[config.mk]
export PLATFORM = sky130hd
export DESIGN_NAME = kbonacci_stream_gen
export DESIGN_NICKNAME = d
export VERILOG_FILES = /design/src/rtl/kbonacci_pkg.sv /design/src/rtl/kbonacci_history.sv /design/src/rtl/kbonacci_stream_gen.sv
export SDC_FILE = /design/constraint.sdc
export NUM_CORES = 1
export LEC_CHECK = 0
export CORE_ASPECT_RATIO = 1.4
export CORE_MARGIN = 4
export CORE_UTILIZATION = 40
export CTS_CLUSTER_SIZE = 30
export DETAILED_ROUTE_END_ITERATION = 6
export PLACE_DENSITY_LB_ADDON = 0.05
export SLEW_MARGIN = 20
export SYNTH_ARGS = -nofsm -noshare
export SYNTH_HDL_FRONTEND = slang
export SYNTH_SLANG_ARGS = --single-unit
[constraint.sdc]
create_clock -name clk -period 7.7 [get_ports clk]
set_clock_uncertainty 0.2 [all_clocks]
set_input_delay 0.77 -clock clk [delete_from_list [all_inputs] [get_ports clk]]
set_output_delay 0.77 -clock clk [all_outputs]
set_load 0.02 [all_outputs]
[src/rtl/kbonacci_pkg.sv]
// kbonacci_pkg: definitions shared by the k-bonacci stream generator.
//   state_t   : controller states (IDLE, RUN)
//   ORDER_MIN : smallest supported recurrence order
//   ORDER_MAX : largest supported recurrence order
package kbonacci_pkg;

  typedef enum logic {
    IDLE = 1'b0,
    RUN  = 1'b1
  } state_t;

  localparam int ORDER_MIN = 2;
  localparam int ORDER_MAX = 4;

endpackage

[src/rtl/kbonacci_history.sv]
// kbonacci_history: ORDER-deep term history and next-term adder.
// Optional build macro: KBONACCI_SAT_EN (clamp out-of-range terms to
// all-ones and hold all-ones afterwards; otherwise terms wrap).
// Ports:
//   clk, resetn  : clock, synchronous active-low reset
//   load         : start a sequence (term 0 = seed_a, older terms = 0)
//   advance      : shift in the next term
//   seed_a/b     : terms 0 and 1
//   term         : term currently presented
//   ovf_event    : advance is loading a term that does not fit DATA_WIDTH
module kbonacci_history #(
  parameter int          DATA_WIDTH = 32,
  parameter int unsigned ORDER      = 2
) (
  input  logic                  clk,
  input  logic                  resetn,
  input  logic                  load,
  input  logic                  advance,
  input  logic [DATA_WIDTH-1:0] seed_a,
  input  logic [DATA_WIDTH-1:0] seed_b,
  output logic [DATA_WIDTH-1:0] term,
  output logic                  ovf_event
);

  // hist[0] is the presented term, hist[ORDER-1] the oldest one kept.
  logic [DATA_WIDTH-1:0] hist [ORDER];
  logic [DATA_WIDTH-1:0] seed_b_r;
  logic                  use_seed_b;
  logic [DATA_WIDTH+1:0] sum;
  logic                  out_of_range;
  logic [DATA_WIDTH-1:0] next_term;
`ifdef KBONACCI_SAT_EN
  logic                  sat_r;
`endif

  always_comb begin
    sum = '0;
    for (int unsigned i = 0; i < ORDER; i++) begin
      sum = sum + {2'b00, hist[i]};
    end
  end

  // Term 1 is seed_b rather than a sum, so it can never be out of range.
  assign out_of_range = !use_seed_b && (sum[DATA_WIDTH+1:DATA_WIDTH] != 2'b00);
  assign ovf_event    = advance && out_of_range;
  assign term         = hist[0];

  always_comb begin
    next_term = sum[DATA_WIDTH-1:0];
    if (use_seed_b) begin
      next_term = seed_b_r;
    end
`ifdef KBONACCI_SAT_EN
    else if (sat_r || out_of_range) begin
      next_term = '1;
    end
`endif
  end

  always_ff @(posedge clk) begin
    if (!resetn) begin
      for (int unsigned i = 0; i < ORDER; i++) hist[i] <= '0;
      seed_b_r   <= '0;
      use_seed_b <= 1'b0;
`ifdef KBONACCI_SAT_EN
      sat_r      <= 1'b0;
`endif
    end else if (load) begin
      hist[0] <= seed_a;
      for (int unsigned i = 1; i < ORDER; i++) hist[i] <= '0;
      seed_b_r   <= seed_b;
      use_seed_b <= 1'b1;
`ifdef KBONACCI_SAT_EN
      sat_r      <= 1'b0;
`endif
    end else if (advance) begin
      hist[0] <= next_term;
      for (int unsigned i = 1; i < ORDER; i++) hist[i] <= hist[i-1];
      use_seed_b <= 1'b0;
`ifdef KBONACCI_SAT_EN
      sat_r      <= sat_r | out_of_range;
`endif
    end
  end

endmodule

[src/rtl/kbonacci_stream_gen.sv]
// kbonacci_stream_gen: streams a k-bonacci sequence over a valid/ready port.
// Optional build macro: KBONACCI_SAT_EN (saturate instead of wrap).
// Ports:
//   clk, resetn     : clock, synchronous active-low reset
//   start           : begin a sequence (sampled in IDLE only)
//   seed_a, seed_b  : terms 0 and 1
//   count           : number of terms to emit, 0 = unbounded
//   out_valid/ready : output handshake
//   out_data        : current term
//   out_last        : current term is the final one
//   busy            : sequence in progress
//   overflow        : sticky, some emitted term exceeded DATA_WIDTH
module kbonacci_stream_gen
  import kbonacci_pkg::*;
#(
  parameter int DATA_WIDTH = 32,
  parameter int ORDER      = 2,
  parameter int COUNT_W    = 16
) (
  input  logic                  clk,
  input  logic                  resetn,
  input  logic                  start,
  input  logic [DATA_WIDTH-1:0] seed_a,
  input  logic [DATA_WIDTH-1:0] seed_b,
  input  logic [COUNT_W-1:0]    count,
  output logic                  out_valid,
  input  logic                  out_ready,
  output logic [DATA_WIDTH-1:0] out_data,
  output logic                  out_last,
  output logic                  busy,
  output logic                  overflow
);

  if (ORDER < ORDER_MIN || ORDER > ORDER_MAX) begin : g_bad_order
    $error("kbonacci_stream_gen: ORDER must be within 2..4");
  end

  state_t               state, state_next;
  logic                 load, advance;
  logic [COUNT_W-1:0]   remaining;
  logic                 unbounded;
  logic                 overflow_r;
  logic                 ovf_event;

  kbonacci_history #(
    .DATA_WIDTH (DATA_WIDTH),
    .ORDER      (ORDER)
  ) u_history (
    .clk       (clk),
    .resetn    (resetn),
    .load      (load),
    .advance   (advance),
    .seed_a    (seed_a),
    .seed_b    (seed_b),
    .term      (out_data),
    .ovf_event (ovf_event)
  );

  // remaining counts terms still to emit including the presented one.
  assign out_valid = (state == RUN);
  assign busy      = (state == RUN);
  assign out_last  = (state == RUN) && !unbounded && (remaining == COUNT_W'(1));
  assign overflow  = overflow_r;

  always_comb begin
    state_next = state;
    load       = 1'b0;
    advance    = 1'b0;
    case (state)
      IDLE: begin
        if (start) begin
          load       = 1'b1;
          state_next = RUN;
        end
      end
      RUN: begin
        if (out_ready) begin
          if (out_last) state_next = IDLE;
          else          advance    = 1'b1;
        end
      end
      default: state_next = IDLE;
    endcase
  end

  always_ff @(posedge clk) begin
    if (!resetn) begin
      state      <= IDLE;
      remaining  <= '0;
      unbounded  <= 1'b0;
      overflow_r <= 1'b0;
    end else begin
      state <= state_next;
      if (load) begin
        remaining  <= count;
        unbounded  <= (count == '0);
        overflow_r <= 1'b0;
      end else if (advance) begin
        remaining <= remaining - COUNT_W'(1);
        if (ovf_event) overflow_r <= 1'b1;
      end
    end
  end

endmodule

==> impl_results.md <==
* Final period util at 52.8%
* XOR/XNOR Fraction of Synth Area at 3.49%
* Share of layout cells above drive strength 1 at 6.06%
* Residual DRC at 0
* Worst Path Buf+Inv at 0
* Routed wire length at 19100 µm
* Pleak at 0.00334 µW
* RSZ-0062 raised after global routing: no
* Sum Neg Setup Slack at 0 ns
* Ys Warns at 0
* Pin count of the biggest net entering global routing at 67
* Critical path's slowest cell: nand3_4
* Fin crit period at 4.07 ns
* Aggregate global-route resource usage at 20.6%
* Post-synth top area share at 28.4%
* Fraction of the mapped netlist area in simple logic gates at 18.8%
* CTS max path bufs at 2
* Worst min path class: flip-flop to flip-flop
* Register area share after synthesis at 43.7%
* Ordered cell list for the critical path: or4_1 > or2_1 > or3_4 > nor3_4 > or2_1 > nand3_4
* GP Congestion at 0.920
* Cell Rows at 56
* Mux cell area share after synthesis at 0.757%
* Peak Freq at 246 MHz
* Final core utilization at 50.7%
* DP HPWL at 13400 µm
* Yosys cell types at 60
* DR WL/cell at 18.3 µm
* Asr flop ratio synth at 0%
* Critical Path Most Common Cell: or2_1
* Compound-Gate Fraction of Synth Area at 20.0%
* Die area at 0.0191 mm²
* Largest family of logic cells by synthesized area: compound AO/OA/AOI/OAI gates
* Reg clk slew, reported paths at 0.06 ns
* Final setup violating endpoints at 0
* DP Worst Slack at 3.60 ns
* Peak supply drop at 0.127 mV
* Top_reg_cell synth: edfxtp_1
* CTS tree: done
* 1st-iter DRT viols at 298
* CTS Buf Count at 17
* Core area at 0.0167 mm²
* Area leader, netlist: edfxtp_1
* Initial antenna violation count at 0
* CP top delay family: simple AND/OR/NAND/NOR gates
* Top fanout value on the critical path at 66
* IO buf count at 119
* Adder-Cell Fraction of Synth Area at 6.58%
* CTS HTree Levels at 4
* Nets at 947
* Fill cell count at 1610
* Syn Area/Cell at 8.97 µm²
* N_diodes at 0
* Fin. Hold Viols at 0
* Mapped cell area at 0.00677 mm²
* Overflow after GRT at 0
* Die height at 162 µm
* Top cells by area, synth: edfxtp_1, dfxtp_1, a21oi_1, nand2_1, ha_1
* Post-CTS Setup Inserts at 0
* Worst path arrival time at 3.72 ns
* First-pass GRT wire length at 31500 µm
* DR vias at 5791
* Min setup slack post-route at 3.63 ns
* CTS Root Buffer Type: clkbuf_16
* DR pass1 iterations at 6
* Top cells by count, synth: nand2_1, a21oi_1, edfxtp_1
* Quantity of gates resized following cts at 0
* Dpl cells at 1011
* CP Capture Type: flip-flop
* EDFF count, synth at 64
* Syn Nets at 874
* Area grow syn2layout at 24.9%
* Via density at 5.55
* Setup CP Type: flip-flop to flip-flop
* Count leader, synth: nand2_1
* Hold buffers post-CTS at 0
* Mapped Cells at 755
* Final cell count without fillers at 1044
* Clock sink total at 116
* Die outline width at 118 µm
* Critical Path RT at 7.35 ns
* Skew-Pair Late Insertion Delay at 0.42 ns
* Slew margin rel. at 33.2%
* Via count of the first global-routing pass at 6138
* Post-route ant nets at 0
* Worst Tran Pin Value at 1.00 ns
* Final Slew Violations at 0
* PwrDens at 224 mW/mm²
* Initial core utilization at 40.6%
* CP Launch Type: flip-flop
* IO Count at 120
* Max-Cap Viols at 0
* Outcome: finished clean
* Critical path's largest stage delay at 0.85 ns
* FF+latch count, synth at 116
report_power, final:
| group | total [µW] | leakage [µW] | internal [µW] | switching, µW |
|---|---|---|---|---|
| logic | 403 | 0.00196 | 179 | 224 |
| clock network | 744 | 0.000253 | 443 | 301 |
| registers | 746 | 0.00113 | 709 | 37.5 |
cells in the final DEF (no fill, tap or decap), types with 4 or more instances in the layout:
| cell type | netlist | routed |
|---|---|---|
| nand3_1 | 9 | 8 |
| nand4_1 | 5 | 5 |
| clkdlybuf4s50_1 | 0 | 119 |
| a22oi_1 | 6 | 6 |
| xor2_1 | 10 | 10 |
| xnor2_1 | 17 | 17 |
| mux2i_1 | 4 | 4 |
| o21bai_1 | 5 | 5 |
| ha_1 | 34 | 34 |
| a21o_1 | 11 | 11 |
| a221oi_1 | 5 | 5 |
| o21ai_1 | 8 | 8 |
| clkinvlp_4 | 0 | 7 |
| o31ai_1 | 4 | 4 |
| a21oi_1 | 88 | 88 |
| or3_1 | 7 | 7 |
| buf_4 | 33 | 6 |
| a22o_1 | 9 | 9 |
| dfxtp_1 | 52 | 52 |
| nor4_1 | 11 | 11 |
| a31oi_1 | 4 | 4 |
| clkbuf_16 | 0 | 17 |
| nor2_1 | 52 | 50 |
| inv_1 | 8 | 8 |
| o21ai_0 | 49 | 49 |
| a211oi_1 | 8 | 8 |
| a32oi_1 | 5 | 5 |
| or4_1 | 4 | 4 |
| nand2_1 | 115 | 115 |
| edfxtp_1 | 64 | 64 |
| clkinv_4 | 0 | 4 |
| nor3_1 | 9 | 9 |
| and3_1 | 37 | 37 |
worst register-to-register path: cells and delay by family, from the launching register on:
family | cells | cell delay (ns)
and+or+nand+nor | 6 | 2.88
DFF | 1 | 0.36
sequential cells by signal, indices dropped and copies added, names as in the netlist:
signal	cells
unbounded	1
u_history.use_seed_b	1
u_history.hist	64
u_history.seed_b_r	32
busy	1
remaining	16
overflow	1
per-stage QoR:
stage               instance area [µm²]  hold slack [ns]  power, µW
finish                             8460            0.255       1890
global route                       8460            0.273       1990
CTS                                8430            0.256       1910
detailed placement                 7870            0.248       1160
global placement                   7870            0.242       1160
floorplan                          6770            0.236       1030
layout make-up:
type / instances / area (µm²) / area share [%]
sequential: 116 / 2960 / 35.0
tap: 203 / 254 / 3.00
clock buffer: 17 / 425 / 5.03
multi-input combinational: 559 / 3390 / 40.0
timing repair buffer: 126 / 1260 / 14.9
clock inverter: 15 / 136 / 1.61
inverter: 8 / 30.0 / 0.355
cells by family (layout without fill, tap and decap cells):
| group | after synthesis | in the layout |
|---|---|---|
| compound gates | 223 | 223 |
| flops | 116 | 116 |
| buf+inv | 80 | 166 |
| fa+ha+maj | 35 | 35 |
| mux | 5 | 5 |
| simple gates | 269 | 269 |
| xor+xnor | 27 | 27 |
metal layers:
| layer | global-route usage [%] | up-vias | wire, µm |
|---|---|---|---|
| met5 | 0 | - | 0 |
| met1 | 23.5 | 2741 | 7950 |
| met4 | 6.88 | 0 | 397 |
| met3 | 4.70 | 30 | 823 |
| li1 | - | 2886 | - |
| met2 | 38.0 | 134 | 9930 |
final timing paths:
kind	cells after the start	start	end	slack (ns)
setup / recovery	6	remaining[4]	u_history.hist[0][13]	3.63
hold / removal	2	u_history.seed_b_r[31]	u_history.seed_b_r[31]	0.25
setup reg to reg	6	remaining[4]	u_history.hist[0][13]	3.63
hold reg to reg	2	u_history.seed_b_r[31]	u_history.seed_b_r[31]	0.25
Power figures use the tool's default switching activity.
==> patch 1, RTL diff (same settings) <==
Build with the macro `KBONACCI_SAT_EN` defined.
--- a/src/rtl/kbonacci_history.sv
+++ b/src/rtl/kbonacci_history.sv
@@ -8,6 +8,8 @@
 //   seed_a/b     : terms 0 and 1
 //   term         : term currently presented
 //   ovf_event    : advance is loading a term that does not fit DATA_WIDTH
+`define KBONACCI_SAT_EN
+
 module kbonacci_history #(
   parameter int          DATA_WIDTH = 32,
   parameter int unsigned ORDER      = 2
Behaviour: not the same (Yosys sat finds a counterexample within 4 cycles, from zero or initial values and one cycle with resetn low).
==> patch 1 against the unedited design <==
- sequential cell count rose by 1
- design area barely moved
- routed wire length fell by 0.53%
- total power rose by 3.8%
- sequential power rose by 0.8%
- die area barely moved
- area after synthesis barely moved
- critical path type unchanged
- largest power group is now clock
- setup slack improved by 0.20 ns
==> patch 1: results (changes against the unedited design) <==
- WL/cell: 18.4 um (+0.72%)
- Largest net degree at the start of global routing: 50 (-25%)
- Status: completed
- Antenna Nets Post-Route: 0 (unchanged)
- Post-DP HPWL: 13300 um (-1.1%)
- Final wirelength: 19000 um (-0.53%)
- Antenna cells: 0 (unchanged)
- Worst-path clk slew: 0.06 ns (about the same)
- Synth Area in Adders: 6.58% (about the same)
- Ys flop type: edfxtp_1
- Root buf cell: clkbuf_16
- Hold Worst Slack: 0.258 ns (+0.00371 ns)
- Max FO, Critical Path: 21 (-68%)
- Antenna violations before repair: 0 (unchanged)
- Max clock buf depth: 2 (unchanged)
- PostCTS Resize Cnt: 0 (unchanged)
- CP arrival: 3.82 ns (+0.10 ns)
- Placement Setup Slack: 3.62 ns (+0.0233 ns)
- Number of CTS-inserted buffers: 17 (unchanged)
- DR pass1 iterations: 5 (-1)
- Avg Inst Size Synth: 9.10 um^2 (+1.4%)
- Mapped Nets: 863 (-1.3%)
- R2R Setup Slk: 3.84 ns (+0.20 ns)
- Top cells by count, synth: nand2_1, a21oi_1, edfxtp_1, dfxtp_1, and3_1
- Peak VDD IR: 0.113 mV (-11%)
- First-pass GRT wire length: 30800 um (-2.2%)
- Mux contribution to synthesized area: 0.148% (-0.61 points)
- Synth top area cells: edfxtp_1, dfxtp_1, nand2_1, ha_1, a21oi_1
- Net count, final: 934 (-1.4%)
- Yosys warning count: 0 (unchanged)
- Largest registers: u_history.hist (64), u_history.seed_b_r (32), remaining (16)
- Distinct cells, synth: 63 (+5.0%)
- Hold WC Path Type: reg2reg
- RD Place Congestion: 0.812 (-12%)
- Setup bufs post-CTS: 0 (unchanged)
- Vias/cell: 5.63 (+1.6%)
- Compound-Gate Fraction of Synth Area: 19.3% (-0.71 points)
- Final Max Slew Viols: 0 (unchanged)
- P_leak: 3.49 nW (+4.5%)
- Asr flop ratio synth: 0% (unchanged)
- Clk Latency, worst-skew pair: 0.42 ns (about the same)
- Initial DRC count: 361 (+21%)
- Vias in the first global route: 6134 (-0.065%)
- Htree depth: 4 (unchanged)
- Layout cells sized above 1: 6.40% (+0.34 points)
- Slew headroom: 32.1% (-1.1 points)
- Total GRT Usage: 20.0% (-0.64 points)
- Fillers: 1612 (+0.12%)
- Placed cells: 999 (-1.2%)
- Number of synthesized flops with an enable pin: 64 (unchanged)
- Sequential area share after synthesis: 44.1% (+0.32 points)
- Max_cap viols: 0 (unchanged)
- Xor/xnor cell area share of the yosys netlist: 3.75% (+0.26 points)
- # port buffers: 119 (unchanged)
- Worst Slack Setup Final: 3.84 ns (+0.205 ns)
- Placed Area: 7870 um^2 (about the same)
-- patch 1: cell count changes after synthesis, moves of 9 or more --
cell / unedited run / this run
nand2_1: 115 / 155
a22o_1: 9 / 0
nor2_1: 52 / 31
a21oi_1: 88 / 79
o21ai_0: 49 / 26
o221ai_1: 0 / 31
-- patch 1: worst paths after layout --
kind / from / end / cells after the start
min reg2reg: u_history.sat_r / u_history.sat_r / 2
min: u_history.sat_r / u_history.sat_r / 2
max reg2reg: u_history.hist[0][0] / u_history.hist[0][6] / 11
max: u_history.hist[0][0] / u_history.hist[0][6] / 11
-- patch 1: layout make-up --
| cell class | count | area, um^2 | share of cell area [%] |
|---|---|---|---|
| Multi-Input combinational cell | 545 | 3350 | 39.6 |
| Sequential cell | 117 | 2980 | 35.2 |
| Timing Repair Buffer | 127 | 1250 | 14.8 |
| Clock buffer | 21 | 440 | 5.20 |
| Tap cell | 203 | 254 | 3.00 |
| Clock inverter | 11 | 158 | 1.86 |
| Inverter | 7 | 26.3 | 0.310 |
-- patch 1: power breakdown --
| group | switching (mW) | internal, mW | total (mW) |
|---|---|---|---|
| Sequential | 0.0390 | 0.713 | 0.752 |
| Clock | 0.279 | 0.537 | 0.816 |
| Combinational | 0.226 | 0.170 | 0.396 |
-- patch 1: worst max-delay path: stages (launching register included) --
cell      delay, ns
edfxtp_1       0.41
ha_1           0.26
fa_1           0.44
a211oi_1       0.31
o211ai_1       0.22
a31oi_1        0.24
a21oi_1        0.13
a221oi_2       0.35
nand2_1        0.36
buf_4          0.34
o221ai_1       0.24
nand2_1        0.09
-- patch 1: per-layer routing --
layer,part of all wire (%),GRT usage [%],vias to the layer above
li1,-,-,2853
met1,43,23.4,2772
met2,51,36.1,160
met3,4.5,4.63,24
met4,1.7,6.40,0
met5,0,0,-
==> patch 2, RTL diff (same settings) <==
Made on the original files. Make the reset (`resetn`) asynchronous in 2 clocked blocks. Comments in the files are not updated.
--- a/src/rtl/kbonacci_history.sv
+++ b/src/rtl/kbonacci_history.sv
@@ -57,7 +57,7 @@
 `endif
   end
 
-  always_ff @(posedge clk) begin
+  always_ff @(posedge clk or negedge resetn) begin
     if (!resetn) begin
       for (int unsigned i = 0; i < ORDER; i++) hist[i] <= '0;
       seed_b_r   <= '0;
--- a/src/rtl/kbonacci_stream_gen.sv
+++ b/src/rtl/kbonacci_stream_gen.sv
@@ -83,7 +83,7 @@
     endcase
   end
 
-  always_ff @(posedge clk) begin
+  always_ff @(posedge clk or negedge resetn) begin
     if (!resetn) begin
       state      <= IDLE;
       remaining  <= '0;
Behaviour: differs if resetn is asserted again (counterexample within 4 cycles, from zero or initial values and one cycle with resetn low); with resetn held inactive, the same outputs for 4 cycles.
==> patch 2 against the unedited design <==
- area after synthesis is 6.0% higher
- routed wire length up 9.0%
- fmax increased by 16%
- synthesized cell count increased by 15%
- hold slack worse by 0.075 ns
- design area is 5.0% higher
- setup slack gained 0.55 ns
- sequential cell count unchanged
- critical path type unchanged
- highest routed layer unchanged
Power is not compared: it rests on default switching activity, and its combinational part moved more than twofold at a synthesized area within 25%.
==> patch 2: results (changes against the unedited design) <==
- Worst-case reg-to-reg path depth: 9 (+3)
- Post-DP HPWL: 14100 um (+4.9%)
- Xor/xnor cell area share of the yosys netlist: 3.05% (-0.44 points)
- CP arrival: 3.59 ns (-0.13 ns)
- Total GRT Usage: 21.1% (+0.45 points)
- Distinct cells, synth: 65 (+8.3%)
- Sequential area share after synthesis: 40.4% (-3.3 points)
- Final wirelength: 20800 um (+9.0%)
- First-pass GRT wire length: 34400 um (+9.2%)
- Slowest CP cell: or2_2
- RR Startpoint: remaining[4]
- Vias/cell: 5.49 (-1.1%)
- Status: completed
- Max FO, Critical Path: 35 (-47%)
- Vias in the first global route: 6692 (+9.0%)
- Slew headroom: 38.8% (+5.5 points)
- Synth Area in Adders: 6.20% (-0.37 points)
- Placed Area: 8280 um^2 (+5.2%)
- Avg Inst Size Synth: 8.27 um^2 (-7.8%)
- Hold WC Path Type: in2async
- Util after Layout: 50.8% (+0.099 points)
- Mapped Nets: 987 (+13%)
- Initial DRC count: 452 (+52%)
- Ys flop type: dfrtp_1
- Fillers: 1710 (+6.2%)
- Mux contribution to synthesized area: 0.993% (+0.24 points)
- Largest net degree at the start of global routing: 80 (+19%)
- DR pass1 iterations: 5 (-1)
- Net count, final: 1054 (+11%)
[patch 2: cell types whose count changed after synthesis, moves of 9 or more]
cell / before / now
a21oi_1: 88 / 51
and3_1: 37 / 7
buf_2: 1 / 10
dfrtp_1: 0 / 116
dfxtp_1: 52 / 0
edfxtp_1: 64 / 0
nand2_1: 115 / 210
nand3_1: 9 / 55
[patch 2: path summary, 6_finish.rpt]
check / endpoint / slack (ns)
max: u_history.term[8] / 4.18
min in group clk: u_history.seed_b_r[4] / 0.28
max in group asynchronous: u_history.hist[12] / 5.78
min reg2reg: u_history.seed_b_r[4] / 0.28
min: u_history.seed_b_r[26] / 0.18
max reg2reg: u_history.term[8] / 4.18
[patch 2: layout make-up]
class | instances | area share [%]
multi-input combinational | 659 | 42.6
clock inverter | 13 | 1.77
inverter | 15 | 0.634
clock buffer | 19 | 4.99
sequential | 116 | 32.7
tap | 236 | 3.32
timing repair buffer | 126 | 14.0
[patch 2: routing by layer]
metal,track usage (%),part of all wire (%)
met2,36.2,50
met3,4.48,5.4
met5,0,0
met4,6.39,1.9
met1,26.5,43
[patch 2: worst max-delay path: cells and delay by family, from the launching register on]
kind	cells	cell delay [ns]
AOI/OAI and AO/OA	3	0.49
and+or+nand+nor	5	1.77
buffers and inverters	1	0.48
DFF	1	0.40
[patch 2: through the flow]
step | hold WS [ns] | power, mW
floorplan | 0.240 | 2.92
global placement | 0.263 | 3.48
detailed placement | 0.263 | 3.52
CTS | 0.200 | 4.35
global route | 0.223 | 4.71
finish | 0.180 | 4.33
[patch 2: logic make-up after synthesis]
logic type               count (synthesis)
AO/OA/AOI/OAI                          214
XOR/XNOR                                25
adder cells (fa/ha/maj)                 35
buffers and inverters                   93
flip-flops                             116
multiplexers                             7
AND/OR/NAND/NOR                        378
